===== config.mk =====
export PLATFORM = sky130hd
export DESIGN_NAME = crc3_frame_feeder
export DESIGN_NICKNAME = d
export VERILOG_FILES = /design/src/rtl/crc3_frame_feeder.sv
export SDC_FILE = /design/constraint.sdc
export NUM_CORES = 1
export LEC_CHECK = 0
export CORE_UTILIZATION = 40
export DETAILED_ROUTE_END_ITERATION = 8
export GPL_ROUTABILITY_DRIVEN = 0
export GPL_TIMING_DRIVEN = 0
export PLACE_DENSITY = 0.66
export SLEW_MARGIN = 40
export SYNTH_ARGS = -nofsm -noshare
export SYNTH_HDL_FRONTEND = slang
export SYNTH_SLANG_ARGS = --single-unit
export TNS_END_PERCENT = 100

===== constraint.sdc =====
create_clock -name clk -period 2.25 [get_ports clk]
set_clock_uncertainty 0.15 [all_clocks]
set_input_delay 0.3375 -clock clk [delete_from_list [all_inputs] [get_ports clk]]
set_output_delay 0.3375 -clock clk [all_outputs]
set_load 0.02 [all_outputs]

===== src/rtl/crc3_frame_feeder.sv =====
// Streams a latched message, then zero padding, to a 3-lane parallel CRC core.
// It then waits a bounded time for the remainder and assembles {message, remainder}.
module crc3_frame_feeder #(
   parameter int MSG_W       = 9,
   parameter int LANES       = 3,
   parameter int PAD_BEATS   = 3,
   parameter int REM_TIMEOUT = 8
) (
   input  logic             clk,
   input  logic             reset,
   input  logic [MSG_W-1:0] msg_in,
   input  logic             msg_valid,
   output logic             msg_ready,
   output logic [LANES-1:0] lane_out,
   output logic             lane_valid,
   output logic             lane_first,
   output logic             lane_last,
   input  logic [8:0]       crc_rem,
   input  logic             crc_rem_valid,
   output logic [MSG_W+8:0] codeword,
   output logic             cw_valid,
   output logic             err_timeout
);

   localparam int DATA_BEATS = MSG_W / LANES;
   localparam int BEAT_W     = $clog2(DATA_BEATS + PAD_BEATS + 1);
   localparam int WAIT_W     = $clog2(REM_TIMEOUT + 1);

   localparam logic [BEAT_W-1:0] LAST_DATA = BEAT_W'(DATA_BEATS - 1);
   localparam logic [BEAT_W-1:0] LAST_PAD  = BEAT_W'(PAD_BEATS - 1);
   localparam logic [WAIT_W-1:0] LAST_WAIT = WAIT_W'(REM_TIMEOUT - 1);

   typedef enum logic [2:0] {
      IDLE,
      DATA,
      PAD,
      WAIT_REM,
      DONE
   } state_t;

   state_t             r_state;
   state_t             w_state_nxt;
   logic [BEAT_W-1:0]  r_beat_cnt;
   logic [WAIT_W-1:0]  r_wait_cnt;
   logic [MSG_W-1:0]   r_msg;
   logic [MSG_W-1:0]   r_shift;
   logic [MSG_W+8:0]   r_codeword;
   logic               w_accept;
   logic               w_capture;
   logic               w_timeout;

   // NOTE: registered state uses non-blocking assignments so every flop samples pre-edge values.
   always_ff @(posedge clk or negedge reset) begin
      if (!reset) begin
         r_state <= IDLE;
      end else begin
         r_state <= w_state_nxt;
      end
   end

   // NOTE: every output and the next state get a default first, so no path can infer a latch.
   always_comb begin
      w_state_nxt = r_state;
      w_accept    = 1'b0;
      w_capture   = 1'b0;
      w_timeout   = 1'b0;
      msg_ready   = 1'b0;
      lane_out    = '0;
      lane_valid  = 1'b0;
      lane_first  = 1'b0;
      lane_last   = 1'b0;
      cw_valid    = 1'b0;
      err_timeout = 1'b0;

      case (r_state)
         IDLE: begin
            msg_ready = 1'b1;
            if (msg_valid) begin
               w_accept    = 1'b1;
               w_state_nxt = DATA;
            end
         end
         DATA: begin
            lane_out   = r_shift[MSG_W-1 -: LANES];
            lane_valid = 1'b1;
            lane_first = (r_beat_cnt == '0);
            if (r_beat_cnt == LAST_DATA) begin
               w_state_nxt = PAD;
            end
         end
         PAD: begin
            lane_valid = 1'b1;
            lane_last  = (r_beat_cnt == LAST_PAD);
            if (r_beat_cnt == LAST_PAD) begin
               w_state_nxt = WAIT_REM;
            end
         end
         WAIT_REM: begin
            // A remainder on the expiry cycle still wins over the timeout.
            if (crc_rem_valid) begin
               w_capture   = 1'b1;
               w_state_nxt = DONE;
            end else if (r_wait_cnt == LAST_WAIT) begin
               w_timeout   = 1'b1;
               err_timeout = 1'b1;
               w_state_nxt = IDLE;
            end
         end
         DONE: begin
            cw_valid    = 1'b1;
            w_state_nxt = IDLE;
         end
         default: begin
            w_state_nxt = IDLE;
         end
      endcase
   end

   // NOTE: the payload registers carry a reset because codeword must read 0 out of reset; a true memory array would not.
   always_ff @(posedge clk or negedge reset) begin
      if (!reset) begin
         r_beat_cnt <= '0;
         r_wait_cnt <= '0;
         r_msg      <= '0;
         r_shift    <= '0;
         r_codeword <= '0;
      end else begin
         case (r_state)
            IDLE: begin
               if (w_accept) begin
                  r_msg      <= msg_in;
                  r_shift    <= msg_in;
                  r_beat_cnt <= '0;
               end
            end
            DATA: begin
               r_shift    <= r_shift << LANES;
               r_beat_cnt <= (r_beat_cnt == LAST_DATA) ? '0 : r_beat_cnt + 1'b1;
            end
            PAD: begin
               r_beat_cnt <= (r_beat_cnt == LAST_PAD) ? '0 : r_beat_cnt + 1'b1;
               r_wait_cnt <= '0;
            end
            WAIT_REM: begin
               if (w_capture) begin
                  r_codeword <= {r_msg, crc_rem};
               end
               r_wait_cnt <= (w_capture || w_timeout) ? '0 : r_wait_cnt + 1'b1;
            end
            default: begin
            end
         endcase
      end
   end

   assign codeword = r_codeword;

endmodule


### Yosys cells after proc, flatten, opt, wreduce, memory -nomap -nowiden

Index checks and enable logic that the tools add are counted.

| operators by class | value |
|---|---|
| muxes and demuxes | 26 |
| eq/ne operators | 11 |
| reduce and logical (&&, ||, !) cells | 12 |
| add/sub/neg operators | 2 |

Operators with widths:

| cell | number |
|---|---|
| 2-to-1 mux 3 bit | 8 |
| case mux 9 bit (2 select lines) | 1 |
| 2-to-1 mux 1 bit | 12 |
| case mux 3 bit (4 select lines) | 1 |
| == test 3 x 2 -> 1 bit, second input constant | 3 |
| 2-to-1 mux 9 bit | 1 |
| inequality test 2 bit, second input constant | 4 |
| case mux 4 bit (2 select lines) | 1 |
| AND reduction 2 bit | 4 |
| zero test 3 bit | 2 |
| case mux 3 bit (2 select lines) | 1 |
| nonzero test 2 bit | 3 |
| adder 4 x 1 -> 4 bit, second input constant | 1 |
| == test 4 x 3 -> 1 bit, second input constant | 1 |
| 2-to-1 mux 4 bit | 1 |
| AND reduction 4 bit | 1 |
| adder 3 x 1 -> 3 bit, second input constant | 1 |
| == test 3 x 1 -> 1 bit, second input constant | 1 |
| == test 3 bit, second input constant | 1 |
| inequality test 3 bit, second input constant | 1 |
| OR reduction 2 bit | 1 |
| logical OR 1 bit | 1 |

| storage, ports and cells | value |
|---|---|
| input port bits | 22 |
| flip-flop bits (word level) | 46 |

### Longest topological paths before layout

Gate-level depths: netlist (run 1).

| depth | value |
|---|---|
| word-level depth | 7 |
| mapped depth | 5 |
| mapped depth without buffers | 4 |

### Worst setup path after synthesis (run 1)

OpenSTA, ideal clock, no wires.

| timing | value |
|---|---|
| path type | reg2out |
| start | reg r_state[1] |
| end | out lane_first |
| stages on the path, launching flop included | 5 |
| path slack | 0.099 ns |
| required time | 1.762 ns |
| arrival time | 1.663 ns |
| cell sequence | dfrtp_1 -> clkbuf_8 -> or3b_1 -> clkbuf_1 -> nor4_1 |

| on the way | value |
|---|---|
| cells in the longest elaborated chain, start to end | 2 |

RTL lines:

| element | line | RTL |
|---|---|---|
| start: declaration | 41 | `state_t r_state;` |
| start signal: assignment | 57 | `r_state <= w_state_nxt;` |
| == test 3 x 1 -> 1 bit | 75 | `case (r_state)` |
| 2-to-1 mux 1 bit | 75 |  |
| end: declaration | 16 | `output logic lane_first,` |

Every way passes these cells.

### Final worst setup path (run 1)

| timing | value |
|---|---|
| start | reg r_state[2] |
| end | out lane_first |

The elaborated chain is that of the path after synthesis.

==> impl_metrics.toml, run 1 <==
[synth]
ys.flop_type = "dfrtp_1"
synth_edf_count = 0
synth-seq-cells = 46
ys_async_sr_fraction = 1.000
synth_largest_area_cell = "dfrtp_1"
syn_nets = 200
synth_most_common_cell = "dfrtp_1"
netlist_instances = 177
yosysSeqAreaShare = 0.5390
syn_area_sq_um = 2136
synthTopCellsByArea = "dfrtp_1, mux2_2, nand2_1, clkbuf_8, o22ai_1"
ys_types = 41
syn_area_per_cell_sq_um = 12.07
yosys-top-cells-count = "dfrtp_1, nand2_1, mux2_2"
yosysWarnings = 0
yosys.area.top_type_share = 0.5390

[power_and_ir_drop]
swShare = 0.3815
leakage_uw = 0.001312
clkPwrFrac = 0.139
intPower_uw = 2334
finalPower_uw = 3773
p_switching_uw = 1439
combPwrFrac = 0.497
seqPwrFrac = 0.364
powerDensity_nw_per_um2 = 1325
vdd.ir_drop.worst_mv = 0.7756

[detailed_routing]
drt-total-wl_mm = 4.296
drc_errors = 0
first_pass_iters = 4
routedWlPerCell_microns = 14.04
vias = 1523
viasPerCell = 4.977
postRouteAntennaNets = 0
drt_iter0_markers = 55

[timing]
tightest_slew_ns = 0.5725
slew_headroom = 0.6167
max_freq_mhz = 460.1
min_period_ns = 2.173
fin_ws_ns = 0.07676
hold_viol = 0
holdWs_ns = 0.2769
fin_crit_sh = 0.9659
rsz0062_at_grt = "no"
drv_slew = 0
setup_viol = 0

[global_routing]
grt_pass1_wl_mm = 7.279
grt-ovfl-total = 0
grt_pass1_vias = 1479
grt_antenna_before_repair = 0
grtUsageTotal = 0.1750
grt_max_degree = 33

[worst_setup_path]
crit_arrival_ns = 1.69
r2r_cells = 5
cp-end-kind = "output pin"
r2r_slack_ns = 0.52
worstPathRequired_ns = 1.76
path_class = "reg2out"
path_max_fanout = 10
r2r-start = "r_state[0]$_DFFE_PN0P_"
r2r-end = "r_shift[2]$_DFFE_PN0P_"
cp-start-kind = "register"

[run]
drv_cap = 0

[clock_network]
cts_tree = "yes"
clockRootBuffer = "clkbuf_8"
path_clk_slew_ns = 0.09
clock-sinks = 46
cts_buffers = 5
clk_path_buf_depth = 2
htreeDepth = 2
clock_latency_ns = 0.30

[place]
dpl.hpwl_mm = 2.978
place_ws_ns = -0.2217
dp_cells = 296
io_buffers = 48

[die]
dieHeight_microns = 75.07
coreArea_sq_um = 5140
rows = 26
die-area_sq_um = 5636
die_w_microns = 75.07
initial_utilization = 0.4155
top_level_ports = 49

[run_status]
status = "finished clean"

[cells_and_area]
post-route-util = 0.5540
syn_to_final_growth_pct = 33.33
fillers = 484
antenna_cells = 0
drive_above_1_share = 0.2500
layout.nets = 258
final_cell_count_no_fill = 306

[min_path]
hold_path.class = "in2async"
## power groups by stage
stage | logic, uW | registers (uW) | clock network (uW)
5_1_grt | 2060 | 1420 | 586
3_3_place_gp | 1830 | 1360 | 0
4_1_cts | 1850 | 1370 | 551
3_5_place_dp | 1850 | 1380 | 0
2_1_floorplan | 1060 | 1490 | 0
6_report | 1880 | 1370 | 525
## layout by cell type (no fill, tap or decap), types with 2 or more instances in the layout
master           count
dlygate4sd2_1        4
o21ai_0              2
a21o_1               2
clkbuf_8            11
buf_2                2
buf_4                3
buf_6                3
and3_1               3
nand2_1             32
clkdlybuf4s50_1     38
o22ai_1             10
nor3b_1              3
inv_1                2
nor4_1               2
dfrtp_1             46
nor4b_1              3
a21oi_1              8
nor2_1               4
a22o_1               2
nor3_1               3
clkbuf_2             3
mux2_2              19
## kinds of logic after synthesis
logic type,after synthesis,synth area share
multiplexers,19,0.1002
adder cells (fa/ha/maj),1,0.005857
buffers and inverters,12,0.05682
XOR/XNOR,2,0.008203
AND/OR/NAND/NOR,66,0.1810
flip-flops,46,0.5390
AO/OA/AOI/OAI,31,0.1090
## sequential cells by signal, indices dropped and copies added, names as in the netlist
name,flops
r_wait_cnt,4
codeword,18
r_shift,9
r_state,3
r_beat_cnt,3
r_msg,9
## worst max path at each step
stage | slack [ns] | cells after the start | end | from
CTS | 0.002 | 5 | lane_out[0] | r_state[1]$_DFFE_PN0P_
global placement | -0.62 | 1 | codeword[9]$_DFFE_PN0P_ | reset
finish | 0.08 | 5 | lane_first | r_state[2]$_DFFE_PN0P_
detailed placement | -0.22 | 5 | lane_first | r_state[1]$_DFFE_PN0P_
floorplan | 0.1 | 4 | lane_first | r_state[1]$_DFFE_PN0P_
global route | 0.0002 | 5 | lane_first | r_state[2]$_DFFE_PN0P_
## layout make-up
cell class,instances,area (sq um),share of cell area
Sequential cell,46,1151,0.4042
Multi-Input combinational cell,119,895.9,0.3146
Timing Repair Buffer,51,488.0,0.1714
Buffer,10,122.6,0.04306
Tap cell,70,87.58,0.03076
Clock buffer,6,82.58,0.02900
Clock inverter,2,12.51,0.004394
Inverter,2,7.507,0.002636
## what timing repair did
| item | 4_1_cts | 5_1_grt |
|---|---|---|
| gates cloned | 0 | 0 |
| gates resized for setup | 25 | 10 |
| buffers inserted | 0 | 1 |
| endpoints found under the setup margin | 9 | 5 |
| hold buffers | 1 | 0 |
| hold endpoints to repair | 16 | 0 |
| pin swaps | 0 | 1 |
## worst max-delay path, cell delays in order (launching register included)
cell and delay, ns:
dfrtp_1 0.39, buf_8 0.15, or3b_1 0.38, buf_6 0.14
nor4_4 0.13, buf_4 0.18
## routing by layer
layer,GRT usage,share of wire,vias up
li1,-,-,752
met1,0.2444,0.47,717
met2,0.2683,0.45,48
met3,0.03481,0.060,6
met4,0.06918,0.016,0
met5,0,0,-
## per-stage QoR
step | TNS [ns] | instance area [sq um]
floorplan | 0 | 2136
global placement | -29.34 | 2704
detailed placement | -0.8007 | 2721
CTS | 0 | 2838
global route | 0 | 2848
finish | 0 | 2848
No activity file was read; power rests on OpenSTA's default activity.
==> run 2, diff against run 1 <==
--- a/config.mk
+++ b/config.mk
@@ -6,9 +6,11 @@
 export NUM_CORES = 1
 export LEC_CHECK = 0
 export CORE_UTILIZATION = 40
+export CTS_CLUSTER_SIZE = 14
 export DETAILED_ROUTE_END_ITERATION = 8
 export GPL_ROUTABILITY_DRIVEN = 0
 export GPL_TIMING_DRIVEN = 0
+export HOLD_SLACK_MARGIN = 0.12
 export PLACE_DENSITY = 0.66
 export SLEW_MARGIN = 40
 export SYNTH_ARGS = -nofsm -noshare
==> results of run 2 <==
The final DEF is identical to that of run 1; final timing and power are the same.
==> run 3, diff against run 2 <==
--- a/config.mk
+++ b/config.mk
@@ -6,6 +6,7 @@
 export NUM_CORES = 1
 export LEC_CHECK = 0
 export CORE_UTILIZATION = 40
+export CTS_BUF_LIST = sky130_fd_sc_hd__clkbuf_16
 export CTS_CLUSTER_SIZE = 14
 export DETAILED_ROUTE_END_ITERATION = 8
 export GPL_ROUTABILITY_DRIVEN = 0
==> run 3 against run 2 <==
Effect of this change:
- critical path type unchanged
- non-clock buffer count down 1
- combinational power down 2%
- global-route usage up 0.26 points
- wire length up 1.0%
- largest power group unchanged
- via count about the same
- die area unchanged
==> impl_metrics.toml, run 3 (synthesis results as in run 1) <==
[min_path]
hold_path.class = "in2async"

[cells_and_area]
multi_input_area_sq_um = 895.9
final_common_cell = "dfrtp_1"
final_cell_count_no_fill = 305
fillers = 481
final_area_sq_um = 2883
largest_register_ffs = 18
regArea_sq_um = 1155
syn_to_final_growth_pct = 34.97
layout.nets = 257
antenna_cells = 0
layout_common_cells = "dfrtp_1, clkdlybuf4s50_1, nand2_1, mux2_2, o22ai_1"
drive_above_1_share = 0.2553

[clock_network]
path_clk_slew_ns = 0.06
cts_tree = "yes"
cts_buffers = 5
clockRootBuffer = "clkbuf_16"
clock_latency_ns = 0.28
clock-sinks = 46
clk_path_buf_depth = 2
htreeDepth = 2

[power_and_ir_drop]
powerDensity_nw_per_um2 = 1361
vdd.ir_drop.worst_mv = 0.8129
leakage_uw = 0.001320

[global_routing]
grt-ovfl-total = 0
grtUsageTotal = 0.1776
grt_antenna_before_repair = 0
grt_pass1_wl_mm = 7.396
grt_max_degree = 33
grt_pass1_vias = 1505

[place]
io_buffers = 48
dpl.hpwl_mm = 2.978
dp_cells = 296
place_area_sq_um = 2721

[detailed_routing]
drt-total-wl_mm = 4.339
viasPerCell = 4.997
drt_iter0_markers = 54
postRouteAntennaNets = 0
first_pass_iters = 4
vias = 1524
routedWlPerCell_microns = 14.23
drc_errors = 0

[worst_setup_path]
r2r-start = "r_state[0]$_DFFE_PN0P_"
r2r_slack_ns = 0.51
path_max_fanout = 10
worstPathCellList = "clkbuf_8, or3b_1, buf_2, nor4_4, buf_4"
cp-end-kind = "output pin"
r2r_cells = 5
worstPathRequired_ns = 1.76
crit_arrival_ns = 1.70
slowest_delay_ns = 0.37
crit_end = "lane_first"
crit_buf_inv = 3
cp-start-kind = "register"
path_class = "reg2out"
r2r-end = "r_shift[2]$_DFFE_PN0P_"
crit_cells = 5
startpoint = "r_state[1]$_DFFE_PN0P_"
cp_top_family = "buffers and inverters"
slowest_stage = "dfrtp_1"

[run_status]
status = "finished clean"

[die]
die-area_sq_um = 5636
dieHeight_microns = 75.07
die_w_microns = 75.07
initial_utilization = 0.4155
top_level_ports = 49
coreArea_sq_um = 5140
rows = 26

[timing]
setup_viol = 0
max_freq_mhz = 456.9
slew_headroom = 0.6274
hold_viol = 0
holdWs_ns = 0.3010
min_period_ns = 2.189
drv_slew = 0
rsz0062_at_grt = "yes"
tns_ns = 0
fin_crit_sh = 0.9728
tightest_slew_ns = 0.5566

[run]
drv_cap = 0
## run 3: changes by cell type in the layout (fill, tap and decap cells not counted), sizes merged
cell	change
buf	-2
clkinv	+1
## run 3: power by group
group | leakage [uW] | switching, uW | total [uW] | internal, uW
registers | 0.000586 | 211 | 1380 | 1170
clock network | 0.0000672 | 298 | 703 | 405
logic | 0.000667 | 945 | 1840 | 895
total | 0.00132 | 1450 | 3920 | 2470
## run 3: repair_timing
item                                    4_1_cts  5_1_grt
endpoints found under the setup margin        9        6
hold buffers                                  1        0
gates resized for setup                      21       14
buffers inserted                              0        0
endpoints found under the hold margin        46        0
cloned                                        0        0
## run 3: layer usage
| metal | vias to the layer above | GRT usage | wire length [microns] |
|---|---|---|---|
| met1 | 738 | 0.2444 | 2145 |
| met3 | 2 | 0.03481 | 171 |
| met2 | 32 | 0.2773 | 1991 |
| met5 | - | 0 | 0 |
| met4 | 0 | 0.06918 | 30 |
| li1 | 752 | - | - |
## run 3: how the worst min path moves through the flow
stage,to,slack (ns),startpoint,depth (start not counted)
after CTS,codeword[6]$_DFFE_PN0P_,0.30,reset,2
after detailed placement,codeword[6]$_DFFE_PN0P_,0.06,reset,1
after floorplan,codeword[0]$_DFFE_PN0P_,-0.11,reset,0
after global routing,codeword[6]$_DFFE_PN0P_,0.34,reset,2
after global placement,r_msg[7]$_DFFE_PN0P_,0.30,r_msg[7]$_DFFE_PN0P_,2
final,r_beat_cnt[1]$_DFFE_PN0P_,0.30,reset,2
## run 3: stage by stage
step | setup WS [ns] | util | total power (uW)
floorplan | 0.09943 | - | 2554
global placement | -0.6230 | 0.5260 | 3195
detailed placement | -0.2217 | 0.5295 | 3230
CTS | 0.003013 | 0.5599 | 3928
global route | -0.007746 | 0.5609 | 4212
finish | 0.06122 | 0.5609 | 3923
## run 3: cell type report
type,count,share of cell area
Buffer,10,0.03993
Multi-Input combinational cell,119,0.3108
Clock buffer,5,0.04340
Sequential cell,46,0.4006
Timing Repair Buffer,50,0.1667
Tap cell,70,0.03038
Clock inverter,3,0.005642
Inverter,2,0.002604
## run 3: worst register-to-register path, cell delays in order, from the launching register on
cell	delay [ns]
dfrtp_1	0.38
clkbuf_8	0.17
or4b_4	0.56
buf_2	0.21
nand2_1	0.09
a21oi_1	0.06
